### config.mk
export PLATFORM = sky130hd
export DESIGN_NAME = link_sipo_full
export DESIGN_NICKNAME = d
export VERILOG_FILES = /design/src/rtl/link_sipo_full.sv
export SDC_FILE = /design/constraint.sdc
export NUM_CORES = 1
export LEC_CHECK = 0
export ABC_CLOCK_PERIOD_IN_PS = 2900
export CORE_ASPECT_RATIO = 0.5
export CORE_MARGIN = 3
export CORE_UTILIZATION = 55
export CTS_BUF_LIST = sky130_fd_sc_hd__clkbuf_16
export CTS_CLUSTER_DIAMETER = 200
export DETAILED_ROUTE_END_ITERATION = 12
export MAX_ROUTING_LAYER = met4
export PLACE_DENSITY = 0.79
export SLEW_MARGIN = 40
export SYNTH_ARGS = -nofsm -noshare
export SYNTH_HDL_FRONTEND = slang
export SYNTH_SLANG_ARGS = --single-unit
### constraint.sdc
create_clock -name clk_i -period 2.9 [get_ports clk_i]
set_input_delay 0.58 -clock clk_i [delete_from_list [all_inputs] [get_ports clk_i]]
set_output_delay 0.58 -clock clk_i [all_outputs]
set_load 0.02 [all_outputs]
### src/rtl/link_sipo_full.sv
// link_sipo_full: serial-in, parallel-out gearbox for the core-clock side of a DDR link receiver.
// Gathers els_p consecutive width_p-bit words from a valid/ready stream and presents them as a
// single els_p*width_p-bit word on a valid/yumi output. Each lane is a 2-entry FIFO, so the next
// packet can be gathered while the previous one waits for the consumer.
//
// Ports:
//   clk_i      core clock, rising-edge
//   reset_n_i  asynchronous active-low reset
//   v_i        input word valid
//   ready_o    a word can be accepted this cycle (registered state only)
//   data_i     serial input word
//   v_o        a full parallel word is available
//   data_o     parallel output word (concatenated lane heads)
//   yumi_i     consumer takes data_o this cycle; legal only while v_o=1
module link_sipo_full #(
   parameter int unsigned width_p    = 8,
   parameter int unsigned els_p      = 4,
   parameter bit          hi_to_lo_p = 1'b0
) (
   input  logic                       clk_i,
   input  logic                       reset_n_i,
   input  logic                       v_i,
   output logic                       ready_o,
   input  logic [width_p-1:0]         data_i,
   output logic                       v_o,
   output logic [els_p*width_p-1:0]   data_o,
   input  logic                       yumi_i
);

   localparam int unsigned IdxW = (els_p > 1) ? $clog2(els_p) : 1;

   logic [width_p-1:0] mem_q [els_p][2];
   logic [width_p-1:0] mem_d [els_p][2];
   logic [1:0]         cnt_q [els_p];
   logic [1:0]         cnt_d [els_p];
   logic [els_p-1:0]   rd_q, rd_d;
   logic [els_p-1:0]   wr_q, wr_d;
   logic [IdxW-1:0]    wr_idx_q, wr_idx_d;

   logic [els_p-1:0]   full;
   logic [els_p-1:0]   empty;
   logic [els_p-1:0]   enq;
   logic               accept;
   logic               deq;

   always_comb begin
      full  = '0;
      empty = '0;
      for (int k = 0; k < els_p; k++) begin
         full[k]  = (cnt_q[k] == 2'd2);
         empty[k] = (cnt_q[k] == 2'd0);
      end
   end

   assign ready_o = ~full[wr_idx_q];
   assign v_o     = ~|empty;
   assign accept  = v_i & ready_o;
   // An illegal yumi (v_o=0) is dropped here so it cannot corrupt lane state.
   assign deq     = yumi_i & v_o;

   always_comb begin
      mem_d    = mem_q;
      cnt_d    = cnt_q;
      rd_d     = rd_q;
      wr_d     = wr_q;
      wr_idx_d = wr_idx_q;
      enq      = '0;
      for (int k = 0; k < els_p; k++) begin
         enq[k] = accept & (wr_idx_q == IdxW'(k));
         if (enq[k]) begin
            mem_d[k][wr_q[k]] = data_i;
            wr_d[k]           = ~wr_q[k];
         end
         if (deq) begin
            rd_d[k] = ~rd_q[k];
         end
         // Enqueue and dequeue in the same cycle leave the count unchanged.
         cnt_d[k] = cnt_q[k] + {1'b0, enq[k]} - {1'b0, deq};
      end
      if (accept) begin
         if (wr_idx_q == IdxW'(els_p - 1)) begin
            wr_idx_d = '0;
         end else begin
            wr_idx_d = wr_idx_q + 1'b1;
         end
      end
   end

   always_ff @(posedge clk_i or negedge reset_n_i) begin
      if (!reset_n_i) begin
         for (int k = 0; k < els_p; k++) begin
            mem_q[k][0] <= '0;
            mem_q[k][1] <= '0;
            cnt_q[k]    <= '0;
         end
         rd_q     <= '0;
         wr_q     <= '0;
         wr_idx_q <= '0;
      end else begin
         mem_q    <= mem_d;
         cnt_q    <= cnt_d;
         rd_q     <= rd_d;
         wr_q     <= wr_d;
         wr_idx_q <= wr_idx_d;
      end
   end

   always_comb begin
      data_o = '0;
      for (int k = 0; k < els_p; k++) begin
         if (hi_to_lo_p) begin
            data_o[(els_p-1-k)*width_p +: width_p] = mem_q[k][rd_q[k]];
         end else begin
            data_o[k*width_p +: width_p] = mem_q[k][rd_q[k]];
         end
      end
   end

   yumi_only_when_valid : assert property (@(posedge clk_i) disable iff (!reset_n_i)
      yumi_i |-> v_o)
      else $error("link_sipo_full: yumi_i asserted while v_o=0");

endmodule

==> metrics.md <==
| Metric | Value |
|---|---|
| Die W | `122 um` |
| Largest net degree at the start of global routing | `83` |
| Synth Flop Type | `dfrtp_1` |
| CTS tree | `done` |
| Largest family of logic cells by synthesized area | `multiplexers` |
| Row count | `20` |
| Total die area | `0.00787 mm2` |
| Ant diodes | `0` |
| Final slew viol count | `0` |
| Number of synthesized register bits | `82` |
| DR top layer | `met4` |
| Drt drc | `0` |
| Met3 wire len | `284 um` |
| Setup TNS Final | `0 ns` |
| Final min period | `2.64 ns` |
| Critical path type | `reg2out` |
| Post-CTS Setup Bufs | `0` |
| Setup Viol. Count Final | `0` |
| Via density per instance | `5.46` |
| Share of synthesized registers carrying an async set or reset | `1.00` |
| WL met1 | `3370 um` |
| # Max-Cap Violations | `0` |
| Most frequent cells in the layout | `mux2_2 (95), dfrtp_1 (82), clkdlybuf4s50_1 (43), ha_1 (12), xnor2_1 (10)` |
| Post-Synth Simple-Gate Area | `0.0631` |
| Family with the most delay on the worst path | `simple AND/OR/NAND/NOR gates` |
| Root Buffer | `clkbuf_16` |
| RSZ-0062 raised after global routing | `false` |
| Drt pass-1 iters | `4` |
| Finished Core Util | `0.723` |
| Outcome | `finished clean` |
| Pwr Density | `1340 mW/mm2` |
| Multiplexer area fraction after synthesis | `0.290` |
| Initial antenna violation count | `0` |
| Final ANT Viol Nets | `0` |
| Final hold violations | `0` |
| Maximum achievable frequency | `379 MHz` |
| Clk_lat worst skew | `0.34 ns` |
| Mapped Nets | `281` |
| Share of cells above drive strength 1 | `0.387` |
| Post-synth EDFFs | `0` |
| Hold Buf Count CTS | `0` |
| Tcrit/Tclk final | `0.910` |
| Vias | `2188` |
| Sequential area share after synthesis | `0.550` |
| CP Buf/Inv Count | `2` |
| Slew @ Worst Pin | `0.722 ns` |
| Clock transition at the registers of the reported paths | `0.06 ns` |
| Worst clock skew | `0.00526 ns` |
| Crit-path max FO | `8` |
| Placed cell areas | `0.00428 mm2` |
| Commonest non-fill, non-tap cell in the layout | `mux2_2` |
| All-Layer GR Usage | `0.217` |
| HP Class | `in2async` |
| Post-DP HPWL | `4820 um` |
| CP Cell Sequence | `and4b_1 > or4_4 > inv_1 > dlygate4sd2_1` |
| Worst Path Required | `2.32 ns` |
| GRT Residual Overflow | `0` |
| 1st-iter DRT viols | `93` |
| Starting Density | `0.591` |
| Gpl congestion | `0.871` |
| Synth Area in Adders | `0.0403` |
| Bufs on Longest Clock Path | `2` |
| Max IR drop VDD | `0.000687 V` |
| TritonCTS Buffers | `9` |
| Via count of the first global-routing pass | `2437` |
| Met2 wire length | `3470 um` |
| Synthesized area | `0.00373 mm2` |
| Fillers | `449` |
| Average wire per standard cell | `17.9 um` |
| Core ar. | `0.00631 mm2` |
| WP data arrival | `2.06 ns` |
| # nets final | `332` |
| Area grow syn2layout | `22.3%` |
| First-pass GRT wire length | `12200 um` |
| Rel. slew slack | `0.519` |
| Die height | `64.2 um` |
| CTS Sinks | `82` |
| Critical path endpoint category | `primary output` |
| Max stage delay on crit path | `0.54 ns` |
| Critical Path Start Type | `flop` |
| Io pins | `46` |
| Synthesized area per cell | `14.5 um2` |
| Finished Cell Area | `0.00456 mm2` |
| Leakage | `1.95 nW` |
| # port buffers | `45` |
| Synth Area in XOR/XNOR | `0.0329` |
| Slowest CP cell | `or4_4` |
| Synth Area in Compound Gates | `0.00872` |
| Total routed wirelength | `7180 um` |
| Syn Inst Count | `257` |
| Post-synth cell types | `22` |
| Max H-tree Level | `3` |
| Synth Warn # | `0` |
worst paths after layout:
| check | to | from | slack (ns) | depth (start not counted) |
|---|---|---|---|---|
| worst min-delay path | cnt_q[5] | reset_n_i | 0.27 | 1 |
| min in group clk_i | mem_q[63] | mem_q[63] | 0.49 | 1 |
| worst min register to register | mem_q[63] | mem_q[63] | 0.49 | 1 |
| max in group asynchronous | mem_q[23] | reset_n_i | 2.13 | 1 |
| worst max-delay path | ready_o | wr_idx_q[0] | 0.26 | 4 |
| worst max register to register | cnt_q[1] | wr_idx_q[0] | 0.36 | 10 |
flip-flops by register name, summed over array words and instances, names as in the netlist:
| signal | cells |
|---|---|
| mem_q | 64 |
| wr_idx_q | 2 |
| rd_q | 4 |
| cnt_q | 8 |
| wr_q | 4 |
synth_stat cells, types with 4 or more instances:
master | number | area [um2]
nand2_1 | 6 | 22.5
xnor2_1 | 10 | 87.6
nand3_1 | 8 | 40.0
dfrtp_1 | 82 | 2050
nor3_4 | 4 | 65.1
clkbuf_1 | 6 | 22.5
xor2_1 | 4 | 35.0
mux2_2 | 95 | 1070
ha_1 | 12 | 150
inv_1 | 7 | 26.3
nor2_2 | 4 | 25.0
o21ai_0 | 4 | 20.0
worst reg2reg max path: stages (launching register included):
cell	delay, ns
dfrtp_1	0.45
and4b_1	0.21
or4_4	0.54
inv_1	0.16
and2_1	0.21
nand2_1	0.08
ha_1	0.29
inv_1	0.05
ha_1	0.18
xnor2_1	0.16
xnor2_1	0.14
report_power, final:
part | switching [mW] | leakage (nW) | internal (mW)
Clock | 0.438 | 0.140 | 0.655
Sequential | 0.428 | 0.988 | 1.73
Combinational | 1.27 | 0.825 | 1.60
Total | 2.14 | 1.95 | 3.99
layout make-up:
| type | instances | area [um2] | share of cell area |
|---|---|---|---|
| flip-flops and latches | 82 | 2050 | 0.450 |
| multi-input cells | 161 | 1620 | 0.356 |
| repair buffers | 47 | 465 | 0.102 |
| clock buffers | 9 | 225 | 0.0494 |
| well taps | 88 | 110 | 0.0241 |
| clock inverters | 7 | 60.1 | 0.0132 |
| inverters | 7 | 26.3 | 0.00576 |
routing by layer:
metal | track usage | vias up
met5 | - | -
met4 | 0.0558 | 0
met3 | 0.0875 | 7
met2 | 0.332 | 37
met1 | 0.272 | 1132
li1 | - | 1012
metrics by stage:
stage / total power [mW] / instances / worst slack [ns] / hold slack (ns)
finish: 6.13 / 401 / 0.261 / 0.273
global route: 6.52 / 401 / 0.164 / 0.321
CTS: 6.19 / 401 / 0.251 / 0.302
detailed placement: 5.07 / 385 / 0.344 / 0.479
global placement: 4.95 / 385 / 0.420 / 0.464
floorplan: 4.01 / 257 / 0.215 / 0.284
timing repair:
| item | CTS | global route |
|---|---|---|
| endpoints found under the setup margin | 1 | 0 |
| endpoints found under the hold margin | 0 | 0 |
| resized for setup | 1 | 0 |
cells by family (layout without fill, tap and decap cells):
logic type | after synthesis | after routing
simple gates | 33 | 33
buf+inv | 14 | 70
fa+ha+maj | 12 | 12
flops | 82 | 82
mux | 96 | 96
compound gates | 6 | 6
xor+xnor | 14 | 14
(Power assumes the default switching activity.)
